### src/rtl/rou_req_arb_if.sv
// rou_req_arb_if: request, nif and response signals of rou_req_arb.
// slave is the arbiter's view; master is the requester/nif side facing it.
interface rou_req_arb_if #(
  parameter int DWID = 128,
  parameter int AWID = 32,
  parameter int TWID = 5,
  parameter int BWID = 4,
  parameter int NREQ = 4,
  parameter int WID  = 2 + DWID + AWID + BWID + TWID
);
  logic [NREQ-1:0]     req_vld;
  logic [NREQ*WID-1:0] req_msg;
  logic [NREQ-1:0]     req_ack;
  logic [WID-1:0]      msg_out;
  logic                msg_out_ack;
  logic [WID-1:0]      msg_in;
  logic                msg_in_ack;
  logic [WID-1:0]      rsp_msg;
  logic [NREQ-1:0]     rsp_vld;
  logic [NREQ-1:0]     rsp_ack;
  logic                busy;
  logic [7:0]          err_cnt;

  modport slave (
    input  req_vld, req_msg, msg_out_ack, msg_in, rsp_ack,
    output req_ack, msg_out, msg_in_ack, rsp_msg, rsp_vld, busy, err_cnt
  );

  modport master (
    output req_vld, req_msg, msg_out_ack, msg_in, rsp_ack,
    input  req_ack, msg_out, msg_in_ack, rsp_msg, rsp_vld, busy, err_cnt
  );
endinterface

### src/rtl/rou_req_arb.sv
// rou_req_arb: round-robin arbiter sharing one rou nif request port among NREQ
// local masters, plus a single-entry response buffer routed back by tag index.
module rou_req_arb #(
  parameter int DWID = 128,
  parameter int AWID = 32,
  parameter int TWID = 5,
  parameter int BWID = 4,
  parameter int NREQ = 4,
  parameter int IWID = 2,
  parameter int WID  = 2 + DWID + AWID + BWID + TWID
) (
  input logic          clk,
  input logic          rst,
  rou_req_arb_if.slave bus
);
  // Requester index lives in the top IWID bits of the tag, just below cmd.
  localparam int IDX_HI = WID - 3;

  typedef enum logic [0:0] {IDLE = 1'b0, SEND = 1'b1} state_t;

  state_t          state_r;
  logic [IWID-1:0] ptr_r;
  logic [IWID-1:0] gnt_r;
  logic [WID-1:0]  msg_out_r;
  logic [NREQ-1:0] req_ack_r;
  logic [WID-1:0]  rsp_msg_r;
  logic [NREQ-1:0] rsp_vld_r;
  logic            msg_in_ack_r;
  logic [7:0]      err_cnt_r;

  logic [IWID-1:0] nxt_ptr_s;
  logic [IWID-1:0] base_s;
  logic [IWID-1:0] win_s;
  logic [IWID:0]   pos_s;
  logic [NREQ-1:0] cand_s;
  logic            any_s;
  logic [WID-1:0]  sel_msg_s;
  logic [IWID-1:0] k_s;
  logic            k_ok_s;
  logic            in_vld_s;
  logic            rel_s;
  logic            cap_s;

  function automatic logic [NREQ-1:0] onehot(input logic [IWID-1:0] idx);
    logic [NREQ-1:0] oh;
    oh = '0;
    for (int i = 0; i < NREQ; i++) begin
      oh[i] = (idx == IWID'(i));
    end
    return oh;
  endfunction

  // Pointer value following the current grant, wrapping at NREQ.
  always_comb begin
    if (gnt_r == IWID'(NREQ - 1)) begin
      nxt_ptr_s = '0;
    end else begin
      nxt_ptr_s = gnt_r + IWID'(1);
    end
  end

  // Round-robin search from base; a requester being acked this cycle is skipped.
  always_comb begin
    base_s    = (state_r == SEND) ? nxt_ptr_s : ptr_r;
    cand_s    = bus.req_vld & ~req_ack_r;
    any_s     = 1'b0;
    win_s     = '0;
    pos_s     = '0;
    sel_msg_s = '0;
    for (int i = NREQ - 1; i >= 0; i--) begin
      pos_s = {1'b0, base_s} + (IWID + 1)'(i);
      pos_s = (pos_s >= (IWID + 1)'(NREQ)) ? pos_s - (IWID + 1)'(NREQ) : pos_s;
      any_s = any_s | cand_s[pos_s[IWID-1:0]];
      win_s = cand_s[pos_s[IWID-1:0]] ? pos_s[IWID-1:0] : win_s;
    end
    for (int i = 0; i < NREQ; i++) begin
      sel_msg_s = (win_s == IWID'(i)) ? bus.req_msg[i*WID +: WID] : sel_msg_s;
    end
    sel_msg_s[IDX_HI -: IWID] = win_s;
  end

  // Response capture decode; the cycle after an ack the nif is replacing msg_in.
  always_comb begin
    k_s      = bus.msg_in[IDX_HI -: IWID];
    k_ok_s   = ({1'b0, k_s} < (IWID + 1)'(NREQ));
    in_vld_s = (bus.msg_in[WID-1 -: 2] != 2'b00);
    rel_s    = |(rsp_vld_r & bus.rsp_ack);
    cap_s    = in_vld_s & ~msg_in_ack_r & (~(|rsp_vld_r) | rel_s);
  end

  // Request path FSM: grant, hold until consumed, chain the next grant.
  always_ff @(posedge clk or posedge rst) begin
    if (rst) begin
      state_r   <= IDLE;
      ptr_r     <= '0;
      gnt_r     <= '0;
      msg_out_r <= '0;
      req_ack_r <= '0;
    end else begin
      req_ack_r <= '0;
      case (state_r)
        IDLE: begin
          if (any_s) begin
            msg_out_r <= sel_msg_s;
            req_ack_r <= onehot(win_s);
            gnt_r     <= win_s;
            state_r   <= SEND;
          end
        end
        SEND: begin
          if (bus.msg_out_ack) begin
            ptr_r <= nxt_ptr_s;
            if (any_s) begin
              msg_out_r <= sel_msg_s;
              req_ack_r <= onehot(win_s);
              gnt_r     <= win_s;
            end else begin
              msg_out_r <= '0;
              state_r   <= IDLE;
            end
          end
        end
        default: state_r <= IDLE;
      endcase
    end
  end

  // Response buffer: release by owner ack, capture, or drop with error count.
  always_ff @(posedge clk or posedge rst) begin
    if (rst) begin
      rsp_msg_r    <= '0;
      rsp_vld_r    <= '0;
      msg_in_ack_r <= 1'b0;
      err_cnt_r    <= 8'd0;
    end else begin
      msg_in_ack_r <= cap_s;
      if (rel_s) begin
        rsp_vld_r <= '0;
      end
      if (cap_s && k_ok_s) begin
        rsp_msg_r <= bus.msg_in;
        rsp_vld_r <= onehot(k_s);
      end
      if (cap_s && !k_ok_s && (err_cnt_r != 8'hFF)) begin
        err_cnt_r <= err_cnt_r + 8'd1;
      end
    end
  end

  assign bus.req_ack    = req_ack_r;
  assign bus.msg_out    = msg_out_r;
  assign bus.msg_in_ack = msg_in_ack_r;
  assign bus.rsp_msg    = rsp_msg_r;
  assign bus.rsp_vld    = rsp_vld_r;
  assign bus.err_cnt    = err_cnt_r;
  assign bus.busy       = (msg_out_r[WID-1 -: 2] != 2'b00);
endmodule

### src/flat_wrapper.sv
// flat-port wrapper written by rule: the top's interface ports become plain ports
module rou_req_arb_flat 
#(
  parameter int DWID = 128,
  parameter int AWID = 32,
  parameter int TWID = 5,
  parameter int BWID = 4,
  parameter int NREQ = 4,
  parameter int IWID = 2,
  parameter int WID  = 2 + DWID + AWID + BWID + TWID
)
  (clk, rst, bus_req_vld, bus_req_msg, bus_msg_out_ack, bus_msg_in, bus_rsp_ack, bus_req_ack, bus_msg_out, bus_msg_in_ack, bus_rsp_msg, bus_rsp_vld, bus_busy, bus_err_cnt);
  rou_req_arb_if #(.DWID(DWID), .AWID(AWID), .TWID(TWID), .BWID(BWID), .NREQ(NREQ), .WID(WID)) bus_i ();
  input logic clk;
  input logic rst;
  input wire logic [$bits(bus_i.req_vld)-1:0] bus_req_vld;
  input wire logic [$bits(bus_i.req_msg)-1:0] bus_req_msg;
  input wire logic [$bits(bus_i.msg_out_ack)-1:0] bus_msg_out_ack;
  input wire logic [$bits(bus_i.msg_in)-1:0] bus_msg_in;
  input wire logic [$bits(bus_i.rsp_ack)-1:0] bus_rsp_ack;
  output wire logic [$bits(bus_i.req_ack)-1:0] bus_req_ack;
  output wire logic [$bits(bus_i.msg_out)-1:0] bus_msg_out;
  output wire logic [$bits(bus_i.msg_in_ack)-1:0] bus_msg_in_ack;
  output wire logic [$bits(bus_i.rsp_msg)-1:0] bus_rsp_msg;
  output wire logic [$bits(bus_i.rsp_vld)-1:0] bus_rsp_vld;
  output wire logic [$bits(bus_i.busy)-1:0] bus_busy;
  output wire logic [$bits(bus_i.err_cnt)-1:0] bus_err_cnt;
  assign bus_i.req_vld = bus_req_vld;
  assign bus_i.req_msg = bus_req_msg;
  assign bus_i.msg_out_ack = bus_msg_out_ack;
  assign bus_i.msg_in = bus_msg_in;
  assign bus_i.rsp_ack = bus_rsp_ack;
  assign bus_req_ack = bus_i.req_ack;
  assign bus_msg_out = bus_i.msg_out;
  assign bus_msg_in_ack = bus_i.msg_in_ack;
  assign bus_rsp_msg = bus_i.rsp_msg;
  assign bus_rsp_vld = bus_i.rsp_vld;
  assign bus_busy = bus_i.busy;
  assign bus_err_cnt = bus_i.err_cnt;
  rou_req_arb #(.DWID(DWID), .AWID(AWID), .TWID(TWID), .BWID(BWID), .NREQ(NREQ), .IWID(IWID), .WID(WID)) u_core (.clk(clk), .rst(rst), .bus(bus_i));
endmodule
### config.mk
export PLATFORM = sky130hd
export DESIGN_NAME = rou_req_arb_flat
export DESIGN_NICKNAME = d
export VERILOG_FILES = /design/src/rtl/rou_req_arb_if.sv /design/src/rtl/rou_req_arb.sv /design/src/flat_wrapper.sv
export SDC_FILE = /design/constraint.sdc
export NUM_CORES = 1
export LEC_CHECK = 0
export CAP_MARGIN = 20
export CORE_AREA = 5 5 478 480
export CTS_CLUSTER_SIZE = 25
export DETAILED_ROUTE_END_ITERATION = 10
export DIE_AREA = 0 0 483 485
export PLACE_DENSITY_LB_ADDON = 0.1
export SLEW_MARGIN = 20
export SYNTH_ARGS = -nofsm -noshare
export SYNTH_HDL_FRONTEND = slang
export SYNTH_SLANG_ARGS = --single-unit
### constraint.sdc
create_clock -name clk -period 25.7 [get_ports clk]
set_input_delay 6.425 -clock clk [delete_from_list [all_inputs] [get_ports clk]]
set_output_delay 6.425 -clock clk [all_outputs]
set_load 0.05 [all_outputs]
==> flow_metrics.py, run 1 <==
metrics = {
    "cells_and_area": {
        "drive_above_1_share": 0.107,
        "nets": 3629,
        "seq_area_um2": 8910,
        "multi_input_comb_area_um2": 7950,
        "syn2layout_area_growth_pct": 98.1,
        "nFillCells": 25394,
    },
    "outcome": {
        "outcome": "finished, final reports clean",
    },
    "drt": {
        "wirelength_mm": 160,
        "detail-route-antenna-nets": 0,
        "via_per_inst": 3.33,
        "drt_iter0_markers": 810,
        "vias": 19349,
        "dr.pass1.iters": 5,
        "drc": 0,
        "post_drt_wl_per_cell_um": 27.6,
    },
    "clock_network": {
        "clk_pin_slew_worst_paths_ps": 60,
        "cts_root_buf": "clkbuf_16",
        "post-cts-setup-buffer-count": 0,
        "cts_buffers": 57,
        "htreeDepth": 2,
        "clockBufferDepth": 3,
        "post_cts_resized": 0,
        "numClockSinks": 356,
        "ctsHoldBuffers": 0,
        "cts_tree": "built",
        "clock_latency_ps": 690,
    },
    "synth": {
        "syn_avg_cell_area_um2": 10.8,
        "synth_most_common_cell": "dfrtp_1",
        "synth_area_leaders": "dfrtp_1, mux2_2, o221ai_1",
        "synth.top_cell.area_share": 0.507,
        "yosysSeqAreaShare": 0.507,
        "synth_area_um2": 17600,
        "synthCells": 1631,
        "async_reset_ff_frac": 1.00,
        "yosysWarnings": 0,
        "synth_top_area_cell": "dfrtp_1",
        "synth_seq_cells": 356,
        "ys.flop_type": "dfrtp_1",
        "synth.distinct_cells": 51,
        "synth_edf_count": 0,
        "yosys-top-cells-count": "dfrtp_1, mux2_2, nand2_1, and3_1",
    },
    "floorplanning": {
        "io-pin-count": 1226,
        "fp.dieArea_um2": 234000,
        "die_x_um": 483,
        "fp.dieH_um": 485,
        "rows": 174,
        "fp.coreArea_um2": 224000,
        "start_util": 0.0786,
    },
    "critical_path": {
        "worst_setup_path_start_kind": "primary input",
        "arrival_ps": 10580,
        "worstSetupPathType": "primary input to register",
        "worst_setup_path_end_kind": "register",
        "cp.required_ps": 26220,
        "cp_max_fo": 62,
    },
    "worst_hold_path": {
        "min_path_type": "register to register",
    },
    "place": {
        "hpwl_mm": 125,
        "port_buffers": 1209,
        "gp_congestion": 0.789,
    },
    "sta": {
        "setup_viol": 0,
        "hold_slack_ps": 477,
        "worst_slew_pin_slew_ps": 1040,
        "tns_ps": 0,
        "max_slew_margin": 0.309,
        "maxClockFrequency_ghz": 0.0994,
        "maxSlewViolCount": 0,
        "rsz0062_at_grt": "no",
        "finClkSkew_ps": 76.4,
        "post-route-period-util": 0.391,
        "period_needed_ps": 10060,
        "hold_viol": 0,
    },
    "global_routing": {
        "grt_pass1_wl_mm": 211,
        "antenna_found_initial": 91,
        "grt_remaining_overflow": 0,
        "grt_max_degree": 125,
        "track_usage": 0.131,
        "grt_pass1_vias": 21162,
    },
    "pwr": {
        "powerDensity_nw_per_um2": 144,
        "ir_worst_vdd_uv": 92.0,
        "power_leakage_uw": 0.0129,
    },
    "run": {
        "maxCapViolCount": 0,
    },
}
-- cells by family (layout without fill, tap and decap cells) --
logic type               after synthesis  after routing  share of synthesized area
other                                  1             23                   0.000213
AO/OA/AOI/OAI                        574            574                      0.236
flip-flops                           356            356                      0.507
AND/OR/NAND/NOR                      345            345                     0.0991
buffers and inverters                183           1341                     0.0475
multiplexers                         171            171                      0.110
adder cells (fa/ha/maj)                1              1                   0.000711
-- stage by stage --
| stage | total power (µW) | util | setup WS [ps] | std cells | cell area [µm²] |
|---|---|---|---|---|---|
| floorplan | 2920 | - | 9400 | 1638 | 17600 |
| global placement | 4340 | 0.147 | 14600 | 5695 | 33000 |
| detailed placement | 4330 | 0.147 | 14610 | 5695 | 33000 |
| CTS | 5180 | 0.155 | 15380 | 5788 | 34800 |
| global route | 5310 | 0.156 | 15310 | 5790 | 34800 |
| finish | 5020 | 0.156 | 15640 | 5803 | 34800 |
-- power breakdown --
part,leakage (µW),internal (µW),switching [µW],total (µW)
Sequential,0.00428,847,161,1010
Clock,0.000867,461,329,790
Combinational,0.00777,1050,2170,3220
Total,0.0129,2350,2660,5020
-- flip-flops by register name, indices dropped and copies added, names as in the netlist --
name                   count
u_core.gnt_r               2
u_core.bus.req_ack         4
u_core.bus.msg_out       171
u_core.state_r             1
u_core.bus.rsp_msg       171
u_core.ptr_r               2
u_core.bus.rsp_vld         4
u_core.bus.msg_in_ack      1
-- routing by layer --
layer  GRT usage  up-vias  part of all wire
li1            -     8537                 -
met1       0.151     9586              0.40
met2       0.224      977              0.48
met3      0.0611      197              0.10
met4      0.0205       52             0.016
met5           0        -            0.0021
-- cell usage in the layout (no fill, tap or decap), types with 4 or more instances in the layout --
cell / instances
a32o_1: 41
nand2_1: 148
a211oi_1: 129
a211o_1: 39
nor2b_1: 4
and3_1: 129
o21ai_1: 51
clkdlybuf4s50_1: 1209
buf_4: 34
mux2_2: 169
o21ai_0: 123
dfrtp_1: 356
clkbuf_16: 57
a21oi_1: 40
clkbuf_1: 20
clkbuf_8: 9
o221ai_1: 129
nand2b_1: 6
conb_1: 8
nand3_1: 39
diode_2: 15
-- critical path: stages --
cell and delay, ps:
clkdlybuf4s50_1 470, nor2b_1 600, a2bb2oi_4 180, buf_4 780, nand2_8 480, buf_4 520
a211oi_1 860, o21ai_0 150
-- final timing paths --
kind / startpoint / endpoint / slack [ps] / depth (start not counted)
setup / recovery: bus_req_vld[3] / u_core.bus.msg_out[60] / 15640 / 8
hold / removal: u_core.bus.msg_out[61] / u_core.bus.msg_out[61] / 480 / 2
setup reg to reg: u_core.gnt_r[0] / u_core.bus.msg_out[60] / 21220 / 9
hold reg to reg: u_core.bus.msg_out[61] / u_core.bus.msg_out[61] / 480 / 2
max in group asynchronous: rst / u_core.bus.msg_out[100] / 15940 / 6
min in group asynchronous: rst / u_core.bus.rsp_msg[27] / 6220 / 2
-- cell type report --
type / instances / area share
well taps: 2992 / 0.107
clock inverters: 7 / 0.00492
inverters: 4 / 0.000646
clock buffers: 86 / 0.0467
flip-flops and latches: 356 / 0.256
repair buffers: 1244 / 0.355
multi-input cells: 1099 / 0.228
diodes: 15 / 0.00108
(Power assumes the default switching activity.)
==> inputs of run 2 (changes only) <==
--- a/config.mk
+++ b/config.mk
@@ -6,10 +6,10 @@
 export NUM_CORES = 1
 export LEC_CHECK = 0
 export CAP_MARGIN = 20
-export CORE_AREA = 5 5 478 480
+export CORE_AREA = 5 5 469 471
 export CTS_CLUSTER_SIZE = 25
 export DETAILED_ROUTE_END_ITERATION = 10
-export DIE_AREA = 0 0 483 485
+export DIE_AREA = 0 0 474 476
 export PLACE_DENSITY_LB_ADDON = 0.1
 export SLEW_MARGIN = 20
 export SYNTH_ARGS = -nofsm -noshare
==> constraint.sdc (replaced) <==
create_clock -name clk -period 9.5 [get_ports clk]
set_input_delay 2.375 -clock clk [delete_from_list [all_inputs] [get_ports clk]]
set_output_delay 2.375 -clock clk [all_outputs]
set_load 0.05 [all_outputs]
==> run 2 against run 1 <==
  * Critical path depth is 2 lower
  * Combinational power rose to 2.7 times the previous value
  * Via count shrank 0.64%
  * Design area up 0.30%
  * Non-clock buffer count shrank 2
  * Die area is 3.7% lower
  * Power rose to 2.7 times the previous value
  * Flip-flop and latch count stayed put
  * Core utilization rose by 0.64 points
  * Sequential power increased to 2.7 times the previous value
  * Final cell count down 1.9%
  * Count of clock-buffer cells in the layout decreased by 1
  * Largest cell class unchanged
==> flow_metrics.py, run 2 (synthesis gave the netlist of run 1 again) <==
metrics = {
    "drt": {
        "wirelength_mm": 164,
        "post_drt_wl_per_cell_um": 28.8,
        "vias": 19226,
        "detail-route-antenna-nets": 0,
        "via_per_inst": 3.38,
        "drt_iter0_markers": 755,
        "dr.pass1.iters": 5,
        "drc": 0,
    },
    "sta": {
        "finClkSkew_ps": 46.3,
        "rsz0062_at_grt": "no",
        "maxClockFrequency_ghz": 0.189,
        "max_slew_margin": 0.348,
        "period_needed_ps": 5290,
        "tns_ps": 0,
        "maxSlewViolCount": 0,
        "worst_slew_pin_slew_ps": 977,
        "post-route-period-util": 0.556,
        "setup_viol": 0,
        "hold_viol": 0,
    },
    "floorplanning": {
        "fp.dieArea_um2": 226000,
        "start_util": 0.0815,
        "die_x_um": 474,
        "fp.coreArea_um2": 216000,
        "io-pin-count": 1226,
        "fp.dieH_um": 476,
        "rows": 171,
    },
    "pwr": {
        "power_leakage_uw": 0.0130,
        "clockPowerShare": 0.165,
        "switchingPower_uw": 7260,
        "p_sw_frac": 0.528,
        "powerDensity_nw_per_um2": 393,
        "p_seq_frac": 0.199,
        "pwr-share-comb": 0.635,
        "ir_worst_vdd_uv": 257,
        "power.internal_uw": 6490,
    },
    "outcome": {
        "outcome": "finished, final reports clean",
    },
    "critical_path": {
        "worst_setup_path_start_kind": "primary input",
        "arrival_ps": 5790,
        "cp_max_fo": 50,
        "r2r_cells": 8,
        "cp.required_ps": 10000,
        "worst_setup_path_end_kind": "register",
        "worstSetupPathType": "primary input to register",
    },
    "worst_hold_path": {
        "min_path_cells": 1,
        "min_path_type": "register to register",
    },
    "run": {
        "maxCapViolCount": 0,
    },
    "clock_network": {
        "htreeDepth": 2,
        "clock_latency_ps": 680,
        "cts_buffers": 58,
        "post-cts-setup-buffer-count": 0,
        "clockBufferDepth": 3,
        "cts_tree": "built",
        "numClockSinks": 356,
        "post_cts_resized": 0,
        "clk_pin_slew_worst_paths_ps": 60,
        "cts_root_buf": "clkbuf_16",
        "ctsHoldBuffers": 0,
    },
    "cells_and_area": {
        "syn2layout_area_growth_pct": 98.7,
        "fin_cells": 5694,
        "nets": 3628,
        "layout_common_cells": "clkdlybuf4s50_1, dfrtp_1, mux2_2",
        "final_common_cell": "clkdlybuf4s50_1",
        "drive_above_1_share": 0.112,
    },
    "global_routing": {
        "antenna_found_initial": 122,
        "grt_pass1_vias": 21018,
        "grt_pass1_wl_mm": 212,
        "track_usage": 0.139,
        "grt_max_degree": 121,
        "grt_remaining_overflow": 0,
    },
    "place": {
        "port_buffers": 1209,
        "place_inst": 5555,
        "gp_congestion": 0.781,
        "hpwl_mm": 128,
    },
}
-- run 2: changes by cell type in the layout (fill, tap and decap cells not counted), sizes merged, moves of 2 or more --
cell	change
diode	+21
buf	-2
clkinv	+8
clkinvlp	+3
-- run 2: stage by stage --
stage | hold WS, ps | total power, µW | utilization | worst slack, ps | cell area [µm²]
global placement | 462 | 11800 | 0.153 | 3440 | 32900
CTS | 482 | 14200 | 0.162 | 4150 | 34900
global route | 507 | 14500 | 0.162 | 4010 | 34900
floorplan | 450 | 7890 | - | 2350 | 17600
finish | 477 | 13700 | 0.162 | 4210 | 34900
detailed placement | 470 | 11700 | 0.153 | 3410 | 32900
-- run 2: worst paths after layout --
kind                                               from                      end  slack [ps]
min in group asynchronous                           rst   u_core.bus.rsp_msg[56]        2040
worst max-delay path                     bus_req_vld[3]  u_core.bus.msg_out[170]        4210
max in group asynchronous                           rst          u_core.ptr_r[1]        5610
worst min register to register  u_core.bus.msg_out[167]  u_core.bus.msg_out[167]         480
worst min-delay path            u_core.bus.msg_out[167]  u_core.bus.msg_out[167]         480
worst max register to register          u_core.gnt_r[0]  u_core.bus.msg_out[170]        5500
-- run 2: power groups by stage --
stage	sequential (µW)	combinational, µW	clock, µW
floorplan	5290	2600	0
finish	2740	8740	2270
global route	2850	9230	2440
detailed placement	2780	8960	0
global placement	2770	9000	0
CTS	2770	8980	2410
-- run 2: final cells by class --
class / instances / area (µm²)
tap: 2854 / 3570
clock buffer: 85 / 1710
fill: 24246 / 181000
sequential: 356 / 8910
clock inverter: 18 / 239
antenna: 36 / 90.1
timing repair buffer: 1242 / 12400
multi-input combinational: 1099 / 7950
inverter: 4 / 18.8
-- run 2: per-layer routing --
layer | routed length (µm) | vias up | GRT usage | part of all wire
met1 | 61200 | 9319 | 0.148 | 0.37
met4 | 4980 | 108 | 0.0490 | 0.030
met3 | 19500 | 263 | 0.0765 | 0.12
met2 | 77900 | 953 | 0.231 | 0.47
met5 | 700 | - | 0.00277 | 0.0043
li1 | - | 8583 | - | -
-- run 2: critical path, stage by stage --
cell	delay, ps
clkdlybuf4s50_1	470
nor2b_1	660
nand3_4	680
buf_4	580
o221ai_1	820
o21ai_1	140
==> inputs of run 3 (changes only) <==
==> constraint.sdc (replaced) <==
create_clock -name clk -period 4.55 [get_ports clk]
set_input_delay 1.1375 -clock clk [delete_from_list [all_inputs] [get_ports clk]]
set_output_delay 1.1375 -clock clk [all_outputs]
set_load 0.05 [all_outputs]
==> run 3 against run 2 <==
  * First-iteration DRC count up 13%
  * Combinational power up 120%
  * Non-clock buffer count up 45
  * Sequential share of layout area down 0.37 points
  * Count of clock-buffer cells in the layout up 9
  * Power up 110%
  * Largest power group unchanged
==> flow_metrics.py, run 3 (synthesis gave the netlist of run 1 again) <==
metrics = {
    "worst_hold_path": {
        "min_path_type": "register to register",
        "min_path_cells": 2,
        "min-delay-start": "u_core.bus.msg_out[81]",
        "min_to": "u_core.bus.msg_out[81]",
    },
    "sta": {
        "period_needed_ps": 3290,
        "max_slew_margin": 0.363,
        "rsz0062_at_grt": "no",
        "tns_ps": 0,
        "setup_viol": 0,
        "hold_viol": 0,
        "maxClockFrequency_ghz": 0.304,
        "post-route-period-util": 0.722,
        "hold_slack_ps": 478,
        "finClkSkew_ps": 22.0,
        "worst_slew_pin_slew_ps": 952,
        "maxSlewViolCount": 0,
        "setup_ws_ps": 1260,
    },
    "clock_network": {
        "htreeDepth": 2,
        "post_cts_resized": 0,
        "cts_buffers": 57,
        "clockBufferDepth": 3,
        "ctsHoldBuffers": 0,
        "numClockSinks": 356,
        "post-cts-setup-buffer-count": 0,
        "cts_tree": "built",
        "clk_pin_slew_worst_paths_ps": 60,
        "cts_root_buf": "clkbuf_16",
        "clock_latency_ps": 670,
    },
    "critical_path": {
        "critPathMaxStageDelay_ps": 1120,
        "rrSetupSlack_ps": 1270,
        "cp_max_fo": 2,
        "slowest_stage": "clkdlybuf4s50_1",
        "critical-path-top-delay-family": "buffers and inverters",
        "cp.required_ps": 3410,
        "path_cells": "clkdlybuf4s50_1",
        "worst_setup_path_start_kind": "register",
        "crit_buf_inv": 1,
        "worst_setup_path_end_kind": "output pin",
        "worstSetupPathType": "register to output pin",
        "timing.rr.start": "u_core.gnt_r[0]",
        "r2r_cells": 8,
        "arrival_ps": 2150,
        "path_depth": 1,
        "r2r-end": "u_core.bus.msg_out[146]",
    },
    "pwr": {
        "ir_worst_vdd_uv": 578,
        "power_leakage_uw": 0.0133,
        "powerDensity_nw_per_um2": 823,
    },
    "drt": {
        "drt_iter0_markers": 856,
        "drc": 0,
        "via_per_inst": 3.41,
        "detail-route-antenna-nets": 0,
        "wirelength_mm": 165,
        "post_drt_wl_per_cell_um": 28.7,
        "dr.pass1.iters": 5,
        "vias": 19558,
    },
    "place": {
        "dp_slack_ps": 622,
        "place_inst": 5600,
        "port_buffers": 1209,
        "gp_congestion": 0.802,
        "hpwl_mm": 133,
    },
    "floorplanning": {
        "fp.coreArea_um2": 216000,
        "fp.dieArea_um2": 226000,
        "start_util": 0.0815,
        "fp.dieH_um": 476,
        "die_x_um": 474,
        "io-pin-count": 1226,
        "rows": 171,
    },
    "global_routing": {
        "antenna_found_initial": 112,
        "gr-usage-met1": 0.151,
        "grt_remaining_overflow": 0,
        "grt_max_degree": 85,
        "grt_pass1_vias": 21090,
        "grt_util_met2": 0.242,
        "use_met3": 0.0727,
        "top_usage_layer": "met2",
        "track_usage": 0.139,
        "grt_pass1_wl_mm": 212,
    },
    "cells_and_area": {
        "layout_common_cells": "clkdlybuf4s50_1, dfrtp_1, mux2_2",
        "utilization": 0.164,
        "fin_cells": 5732,
        "syn2layout_area_growth_pct": 102,
        "drive_above_1_share": 0.123,
        "nets": 3672,
        "final_common_cell": "clkdlybuf4s50_1",
    },
    "outcome": {
        "outcome": "finished, final reports clean",
    },
    "run": {
        "maxCapViolCount": 0,
    },
}
==> run 3: changes by cell type in the layout (fill, tap and decap cells not counted), moves of 2 or more <==
| cell | before | now |
|---|---|---|
| buf_12 | 8 | 26 |
| clkinv_4 | 2 | 0 |
| diode_2 | 36 | 25 |
| clkinv_2 | 8 | 6 |
| buf_4 | 25 | 51 |
| clkbuf_1 | 12 | 23 |
==> run 3: per-stage QoR <==
step / area, µm² / power (µW)
6_report: 35500 / 29200
4_1_cts: 35400 / 30000
2_1_floorplan: 17600 / 16500
3_3_place_gp: 33500 / 25100
5_1_grt: 35400 / 30800
3_5_place_dp: 33500 / 25100
==> run 3: per-layer routing <==
metal  share of wire  up-vias
li1                -     8688
met1            0.38     9568
met2            0.48      964
met3            0.12      238
met4           0.019      100
met5          0.0039        -
==> run 3: worst min-delay path: cells and delay by family (launching register included) <==
family | cells | cell delay (ps)
AO/OA/AOI/OAI | 1 | 60
AND/OR/NAND/NOR | 1 | 40
flip-flops | 1 | 340
==> run 3: where the power goes <==
part	total [µW]	leakage (µW)	internal [µW]	switching (µW)
clock network	4670	0.000929	2740	1930
logic	18800	0.00810	6360	12400
registers	5750	0.00428	4780	968
total	29200	0.0133	13900	15300
==> run 3: area by class of cell <==
| type | count | area, µm² |
|---|---|---|
| timing repair buffer | 1287 | 13000 |
| sequential | 356 | 8910 |
| fill | 24179 | 180000 |
| clock inverter | 13 | 196 |
| clock buffer | 94 | 1720 |
| tap | 2854 | 3570 |
| multi-input combinational | 1099 | 7950 |
| inverter | 4 | 18.8 |
| antenna | 25 | 62.6 |
==> run 3: how the worst max path moves through the flow <==
| stage | from | endpoint | slack, ps |
|---|---|---|---|
| after floorplan | rst | u_core.bus.msg_in_ack | -1360 |
| after global placement | bus_req_vld[1] | u_core.bus.msg_out[166] | 290 |
| after detailed placement | bus_req_vld[1] | u_core.bus.msg_out[126] | 620 |
| after CTS | u_core.bus.msg_out[45] | bus_msg_out[45] | 1040 |
| after global routing | u_core.gnt_r[0] | u_core.bus.msg_out[154] | 1050 |
| final | u_core.bus.msg_out[45] | bus_msg_out[45] | 1260 |
